**src/rtl/result_ascii_formatter.sv**
```systemverilog
// rtl/result_ascii_formatter.sv - binary result word to decimal ASCII byte stream (double-dabble)
module result_ascii_formatter #(
    parameter int EMIT_CRLF  = 1,
    parameter int NUM_DIGITS = 10
) (
    input  logic        clk,
    input  logic        rst_n,
    input  logic        in_valid,
    input  logic [31:0] in_data,
    output logic        in_ready,
    output logic        out_valid,
    output logic [7:0]  out_data,
    input  logic        out_ready,
    output logic        busy
);

    localparam int BCD_W = NUM_DIGITS * 4;

    typedef enum logic [2:0] {
        IDLE,
        CONVERT,
        SCAN,
        EMIT_DIGIT,
        EMIT_CR,
        EMIT_LF
    } state_t;

    state_t             state_q, state_d;
    logic [31:0]        bin_q, bin_d;
    logic [BCD_W-1:0]   bcd_q, bcd_d;
    logic [BCD_W-1:0]   bcd_adj;
    logic [5:0]         iter_q, iter_d;
    logic [3:0]         digit_idx_q, digit_idx_d;
    logic [3:0]         msd_idx;
    logic               out_valid_q, out_valid_d;
    logic [7:0]         out_data_q, out_data_d;

    function automatic logic [3:0] nibble(input logic [BCD_W-1:0] v, input logic [3:0] idx);
        return v[{idx, 2'b00} +: 4];
    endfunction

    function automatic logic [7:0] ascii_digit(input logic [3:0] d);
        return 8'h30 + {4'h0, d};
    endfunction

    // Double-dabble pre-add: nibbles >= 5 get +3 so the following shift carries correctly.
    always_comb begin
        bcd_adj = bcd_q;
        for (int i = 0; i < NUM_DIGITS; i++) begin
            if (bcd_q[i*4 +: 4] >= 4'd5) begin
                bcd_adj[i*4 +: 4] = bcd_q[i*4 +: 4] + 4'd3;
            end
        end
    end

    // Highest nonzero digit; stays 0 for an all-zero value so "0" is still printed.
    always_comb begin
        msd_idx = 4'd0;
        for (int i = 1; i < NUM_DIGITS; i++) begin
            if (bcd_q[i*4 +: 4] != 4'd0) begin
                msd_idx = i[3:0];
            end
        end
    end

    always_ff @(posedge clk) begin
        if (!rst_n) begin
            state_q     <= IDLE;
            bin_q       <= '0;
            bcd_q       <= '0;
            iter_q      <= '0;
            digit_idx_q <= '0;
            out_valid_q <= 1'b0;
            out_data_q  <= 8'h00;
        end else begin
            state_q     <= state_d;
            bin_q       <= bin_d;
            bcd_q       <= bcd_d;
            iter_q      <= iter_d;
            digit_idx_q <= digit_idx_d;
            out_valid_q <= out_valid_d;
            out_data_q  <= out_data_d;
        end
    end

    // out_valid/out_data are registered from the next state so out_ready never reaches out_valid combinationally.
    always_comb begin
        state_d     = state_q;
        bin_d       = bin_q;
        bcd_d       = bcd_q;
        iter_d      = iter_q;
        digit_idx_d = digit_idx_q;
        out_valid_d = out_valid_q;
        out_data_d  = out_data_q;
        case (state_q)
            IDLE: begin
                if (in_valid) begin
                    bin_d   = in_data;
                    bcd_d   = '0;
                    iter_d  = '0;
                    state_d = CONVERT;
                end
            end
            CONVERT: begin
                bcd_d  = {bcd_adj[BCD_W-2:0], bin_q[31]};
                bin_d  = {bin_q[30:0], 1'b0};
                iter_d = iter_q + 6'd1;
                if (iter_q == 6'd31) begin
                    state_d = SCAN;
                end
            end
            SCAN: begin
                digit_idx_d = msd_idx;
                out_valid_d = 1'b1;
                out_data_d  = ascii_digit(nibble(bcd_q, msd_idx));
                state_d     = EMIT_DIGIT;
            end
            EMIT_DIGIT: begin
                if (out_ready) begin
                    if (digit_idx_q == 4'd0) begin
                        if (EMIT_CRLF != 0) begin
                            out_data_d = 8'h0D;
                            state_d    = EMIT_CR;
                        end else begin
                            out_valid_d = 1'b0;
                            state_d     = IDLE;
                        end
                    end else begin
                        digit_idx_d = digit_idx_q - 4'd1;
                        out_data_d  = ascii_digit(nibble(bcd_q, digit_idx_q - 4'd1));
                    end
                end
            end
            EMIT_CR: begin
                if (out_ready) begin
                    out_data_d = 8'h0A;
                    state_d    = EMIT_LF;
                end
            end
            EMIT_LF: begin
                if (out_ready) begin
                    out_valid_d = 1'b0;
                    state_d     = IDLE;
                end
            end
            default: begin
                out_valid_d = 1'b0;
                state_d     = IDLE;
            end
        endcase
    end

    assign in_ready  = (state_q == IDLE);
    assign busy      = (state_q != IDLE);
    assign out_valid = out_valid_q;
    assign out_data  = out_data_q;

endmodule
```
**config.mk**
```make
export PLATFORM = sky130hd
export DESIGN_NAME = result_ascii_formatter
export DESIGN_NICKNAME = d
export VERILOG_FILES = /design/src/rtl/result_ascii_formatter.sv
export SDC_FILE = /design/constraint.sdc
export NUM_CORES = 1
export LEC_CHECK = 0
export BUFFER_PORTS_ARGS = -buffer_cell sky130_fd_sc_hd__buf_2
export CORE_MARGIN = 4
export CORE_UTILIZATION = 61
export CTS_CLUSTER_DIAMETER = 100
export DETAILED_ROUTE_END_ITERATION = 16
export PLACE_DENSITY_LB_ADDON = 0.25
export SLEW_MARGIN = 20
export SYNTH_ARGS = -nofsm -noshare
export SYNTH_HDL_FRONTEND = slang
export SYNTH_SLANG_ARGS = --single-unit
```
**constraint.sdc**
```tcl
create_clock -name clk -period 2.9 [get_ports clk]
set_input_delay 0.58 -clock clk [delete_from_list [all_inputs] [get_ports clk]]
set_output_delay 0.58 -clock clk [all_outputs]
set_load 0.05 [all_outputs]
```
# Yosys cells after proc, flatten, opt, wreduce, memory -nomap -nowiden
# Index checks and enable logic that the tools add are counted.
word_totals:
  out_inout_bits: 11
  input_bits: 36
  elab_cells: 109
  regBits: 94
op_classes:
  bitwise_logic: 1
  shifts: 2
  addsub: 14
  eq_ne: 13
  n_reduce_logical: 21
  muxes: 41
  n_lt_le_gt_ge: 10
op_table:
  columns: ["cell", "count"]
  rows:
  - ["one-hot mux 40 bit (2 select lines)", 1]
  - ["indexed part select 40 x 7 -> 4 bit", 2]
  - ["two-way mux 4 bit", 19]
  - ["one-hot mux 32 bit (2 select lines)", 1]
  - [">= comparator 4 x 3 -> 1 bit, second input constant", 10]
  - ["two-way mux 40 bit", 1]
  - ["adder 4 x 2 -> 4 bit, second input constant", 9]
  - ["nonzero test 4 bit", 9]
  - ["two-way mux 32 bit", 1]
  - ["one-hot mux 8 bit (3 select lines)", 1]
  - ["two-way mux 3 bit", 7]
  - ["one-hot mux 3 bit (6 select lines)", 1]
  - ["two-way mux 8 bit", 2]
  - ["adder 6 x 4 -> 7 bit, first input constant", 2]
  - ["!= test 2 bit, second input constant", 7]
  - ["one-hot mux 6 bit (2 select lines)", 1]
  - ["one-hot mux 4 bit (2 select lines)", 1]
  - ["two-way mux 7 bit", 1]
  - ["adder 6 x 1 -> 6 bit, second input constant", 1]
  - ["== test 3 x 2 -> 1 bit, second input constant", 2]
  - ["== test 3 bit, second input constant", 2]
  - ["== test 6 x 5 -> 1 bit, second input constant", 1]
  - ["two-way mux 6 bit", 1]
  - ["AND reduction 3 bit", 2]
  - ["other kinds (13)", 17]

# Longest topological paths before layout
logic_depth:
  word_depth: 13
  ltp_mapped: 12

# Least setup slack after synthesis
# OpenSTA, ideal clock, no wires.
synth_timing:
  path_type: "register to register"
  startpoint: "register state_q[1]"
  endpoint: "register iter_q[2]"
  synth_period_minus_slack_ns: 2.899
  stages_incl_launch_ff: 10
  t_arrival_ns: 2.784
  slack_ns: 0.001
  setup_time_ns: 0.115
  required_time_ns: 2.785
  path_cell_list: "dfxtp_1 clkbuf_1 nor3_1 nand2_1 nand2_1 clkbuf_1 o21ai_0 nand2_1 o21ai_1 and2_1"
synth_between:
  elab_chain_cells: 3
synth_lines:
  columns: ["element", "line_no", "rtl"]
  rows:
  - ["start: declaration", "28", "state_t state_q, state_d;"]
  - ["start signal: assignment", "76", "state_q <= state_d;"]
  - ["zero test 3 bit *", null, null]
  - ["net in_ready", "10", "output logic in_ready,"]
  - ["!= test 2 bit (no line) or nonzero test 2 bit (tied branches)", null, null]
  - ["AND reduction 2 bit (no line)", null, null]
  - ["end signal: assignment", "79", "iter_q <= iter_d;"]
  - ["end: declaration", "32", "logic [5:0] iter_q, iter_d;"]
# Mark *: on every way through the listed nets, which the timed path passes. The rest lies on a longest branch.
# A chain may end at the register's enable or synchronous reset.

# Final worst setup path
layout_timing:
  startpoint: "register bcd_q[8]"
  endpoint: "register out_data_q[3] (netlist: out_data[3])"
layout_between:
  elab_chain_cells: 12
layout_lines:
  columns: ["element", "line_no", "rtl"]
  rows:
  - ["start: declaration", "30", "logic [BCD_W-1:0] bcd_q, bcd_d;"]
  - ["start signal: assignment", "70", "bcd_q <= '0;"]
  - ["start signal: assignment", "78", "bcd_q <= bcd_d;"]
  - ["nonzero test 4 bit", "60", "if (bcd_q[i*4 +: 4] != 4'd0) begin"]
  - ["two-way mux 4 bit (8 in a row)", "60", null]
  - ["indexed part select 40 x 7 -> 4 bit", "39", "return v[{idx, 2'b00} +: 4];"]
  - ["adder 6 x 4 -> 7 bit", "43", "return 8'h30 + {4'h0, d};"]
  - ["one-hot mux 8 bit (3 select lines) *", "95", "case (state_q)"]
  - ["end signal: assignment", "82", "out_data_q <= out_data_d;"]
  - ["end: declaration", "36", "logic [7:0] out_data_q, out_data_d;"]
# Every way passes the cells marked *; elsewhere a longest branch is shown, timed or not. The select of a mux whose other input is x is not followed.

==> results.json <==
{
  "ys_ff_latch": 91,
  "required_ns": 3.19,
  "drtAntennaViolNets": 0,
  "whs_endpoint": "bcd_q[0]$_SDFFE_PN0P_",
  "gp_congestion": 0.948,
  "synth_top_family_by_area": "simple AND/OR/NAND/NOR gates",
  "power.density_mw_per_mm2": 673,
  "post_cts_buffers": 0,
  "clock_sinks": 91,
  "grt_pass1_wl_um": 22900,
  "synth_compound_area_share_pct": 23.8,
  "syn_inst": 700,
  "die_w_um": 105,
  "fin_worst_skew_ns": 0.0170,
  "synth_area_leaders": "dfxtp_1 (32%), nor2_1 (5.8%), ha_1 (5.2%)",
  "hp-class": "register to register",
  "hold_depth": 2,
  "synth_common_cells": "dfxtp_1 (91), nor2_1 (89), o21ai_0 (50)",
  "drcViolationCount": 0,
  "nets": 774,
  "maxSlewViolCount": 0,
  "crit_type": "register to register",
  "drt-wirelength-per-cell_um": 16.5,
  "clk_latency_ns": 0.37,
  "diodes": 0,
  "fmax_mhz": 374,
  "cts_made_buffers": 9,
  "grt_overflow": 0,
  "worst_r2r_path_depth": 9,
  "leakage_nw": 2.38,
  "cts_hold_buf": 0,
  "setup_viol": 0,
  "synthXorXnorAreaFrac_pct": 1.83,
  "synthesis.area_mm2": 0.00574,
  "multiInputGateArea_mm2": 0.00357,
  "min_from": "bin_q[31]$_SDFFE_PN0P_",
  "tritoncts": "built",
  "io_buffers": 44,
  "vias": 5161,
  "slew_headroom_pct": 40.5,
  "syn2layout_area_growth_pct": 7.67,
  "clkTransAtPathRegs_ns": 0.11,
  "cp.arrival_ns": 2.96,
  "rsz0062_at_grt": "no",
  "yosysSeqAreaShare_pct": 31.7,
  "ctsResizeCount": 0,
  "drt-total-wl_um": 13700,
  "antenna_found_initial": 0,
  "tightest_slew_ns": 0.892,
  "timing.max_cap.violations": 0,
  "h-tree-depth": 3,
  "synth-simple-area-share_pct": 24.1,
  "fin_tns_setup_ns": 0,
  "synth_edf_count": 0,
  "yosys.cell_types.count": 70,
  "place_hpwl_um": 9210,
  "min_period_ns": 2.68,
  "initial_utilization_pct": 62.4,
  "firstDrtPassIters": 5,
  "grt_max_degree": 109,
  "regArea_mm2": 0.00182,
  "track_usage_pct": 24.8,
  "ys_async_sr_fraction_pct": 0,
  "crit_fanout": 7,
  "holdWs_ns": 0.470,
  "io_pins": 47,
  "vias_per_cell": 6.23,
  "start_kind": "register",
  "clk_path_buf_depth": 2,
  "finalCritPeriodShare_pct": 92.2,
  "synth_top_area_share_pct": 31.7,
  "die_h_um": 105,
  "fillCellCount": 767,
  "yosysMostFrequentCell": "dfxtp_1",
  "synth_top_area_cell": "dfxtp_1",
  "endpoint_kind": "register",
  "peakVddDrop_uv": 614,
  "rr_endpoint": "out_data[3]$_SDFFE_PN0P_",
  "rows": 35,
  "r2r-start": "bcd_q[8]$_SDFFE_PN0P_",
  "synth_mux_area_share_pct": 6.93,
  "hold_viol": 0,
  "drive_gt1_share_pct": 13.6,
  "ys.flop_type": "dfxtp_1",
  "synthAdderAreaFrac_pct": 5.23,
  "drtIter0Drc": 349,
  "core_area_mm2": 0.00920,
  "rrSetupSlack_ns": 0.22,
  "grt_pass1_vias": 4893,
  "die_area_mm2": 0.0110,
  "yosys_warnings": 0,
  "root_buffer": "clkbuf_8",
  "syn_avg_cell_area_um2": 8.20,
  "status": "finished clean"
}
[worst max-delay path: stages (launching register included)]
cell and delay (ns):
dfxtp_1 0.37, inv_1 0.11, ha_1 0.21, or3b_4 0.42, o211a_4 0.28, o21ai_4 0.33, mux2_2 0.38, a221oi_1 0.30
a211oi_1 0.08, o22ai_1 0.10
[worst max-delay path by stage]
stage | startpoint | to | slack (ns) | depth (start not counted)
5_1_grt | bcd_q[8]$_SDFFE_PN0P_ | out_data[3]$_SDFFE_PN0P_ | 0.10 | 9
3_5_place_dp | bcd_q[20]$_SDFFE_PN0P_ | out_data[0]$_SDFFE_PN0P_ | 0.30 | 9
2_1_floorplan | state_q[1]$_SDFFE_PN0P_ | iter_q[2]$_SDFFE_PN0P_ | 0.001 | 9
4_1_cts | bcd_q[8]$_SDFFE_PN0P_ | out_data[3]$_SDFFE_PN0P_ | 0.26 | 9
6_report | bcd_q[8]$_SDFFE_PN0P_ | out_data[3]$_SDFFE_PN0P_ | 0.22 | 9
3_3_place_gp | bcd_q[20]$_SDFFE_PN0P_ | out_data[0]$_SDFFE_PN0P_ | 0.36 | 9
[layer usage]
metal	share of wire (%)	vias to the layer above	track usage (%)
met2	47	156	42.3
met4	2.0	0	7.97
met3	4.7	24	3.27
met5	0	-	0
met1	46	2423	32.6
li1	-	2558	-
[placed cells by master (no fill, tap or decap), drive strengths merged, types with 16 or more instances in the layout]
cell / instances
a21oi: 40
and2: 37
buf: 56
dfxtp: 91
ha: 24
inv: 27
mux2i: 18
nand2: 30
nand3: 43
nor2: 89
nor2b: 16
nor3b: 18
o21ai: 57
o221ai: 31
[where the power goes]
part / internal (W) / switching, W
Combinational: 0.000463 / 0.00108
Sequential: 0.00149 / 0.000145
Clock: 0.000495 / 0.000492
[area by class of cell]
cell class / instances / share of cell area, %
Clock inverter: 6 / 1.58
Timing Repair Buffer: 56 / 5.43
Multi-Input combinational cell: 532 / 57.8
Sequential cell: 91 / 29.5
Inverter: 24 / 1.46
Tap cell: 111 / 2.25
Clock buffer: 9 / 2.00
[through the flow]
stage / utilization, % / std cells / instance area (µm²) / power (W) / setup slack (ns)
3_3_place_gp: 64.8 / 814 / 5960 / 0.00313 / 0.357
4_1_cts: 67.2 / 829 / 6180 / 0.00417 / 0.261
6_report: 67.2 / 829 / 6180 / 0.00416 / 0.225
2_1_floorplan: - / 701 / 5740 / 0.00284 / 0.00145
3_5_place_dp: 64.8 / 814 / 5960 / 0.00318 / 0.303
5_1_grt: 67.2 / 829 / 6180 / 0.00442 / 0.101
[state kept, by name, summed over array words and instances, names as in the netlist]
signal	flops
bcd_q	40
bin_q	32
digit_idx_q	4
iter_q	6
out_data	5
out_valid	1
state_q	3
[kinds of logic after synthesis]
family	after synthesis
XOR/XNOR	12
buffers and inverters	78
multiplexers	29
AND/OR/NAND/NOR	265
adder cells (fa/ha/maj)	24
AO/OA/AOI/OAI	200
flip-flops	91
other	1
Note: power is estimated with default switching activity, not from simulation.
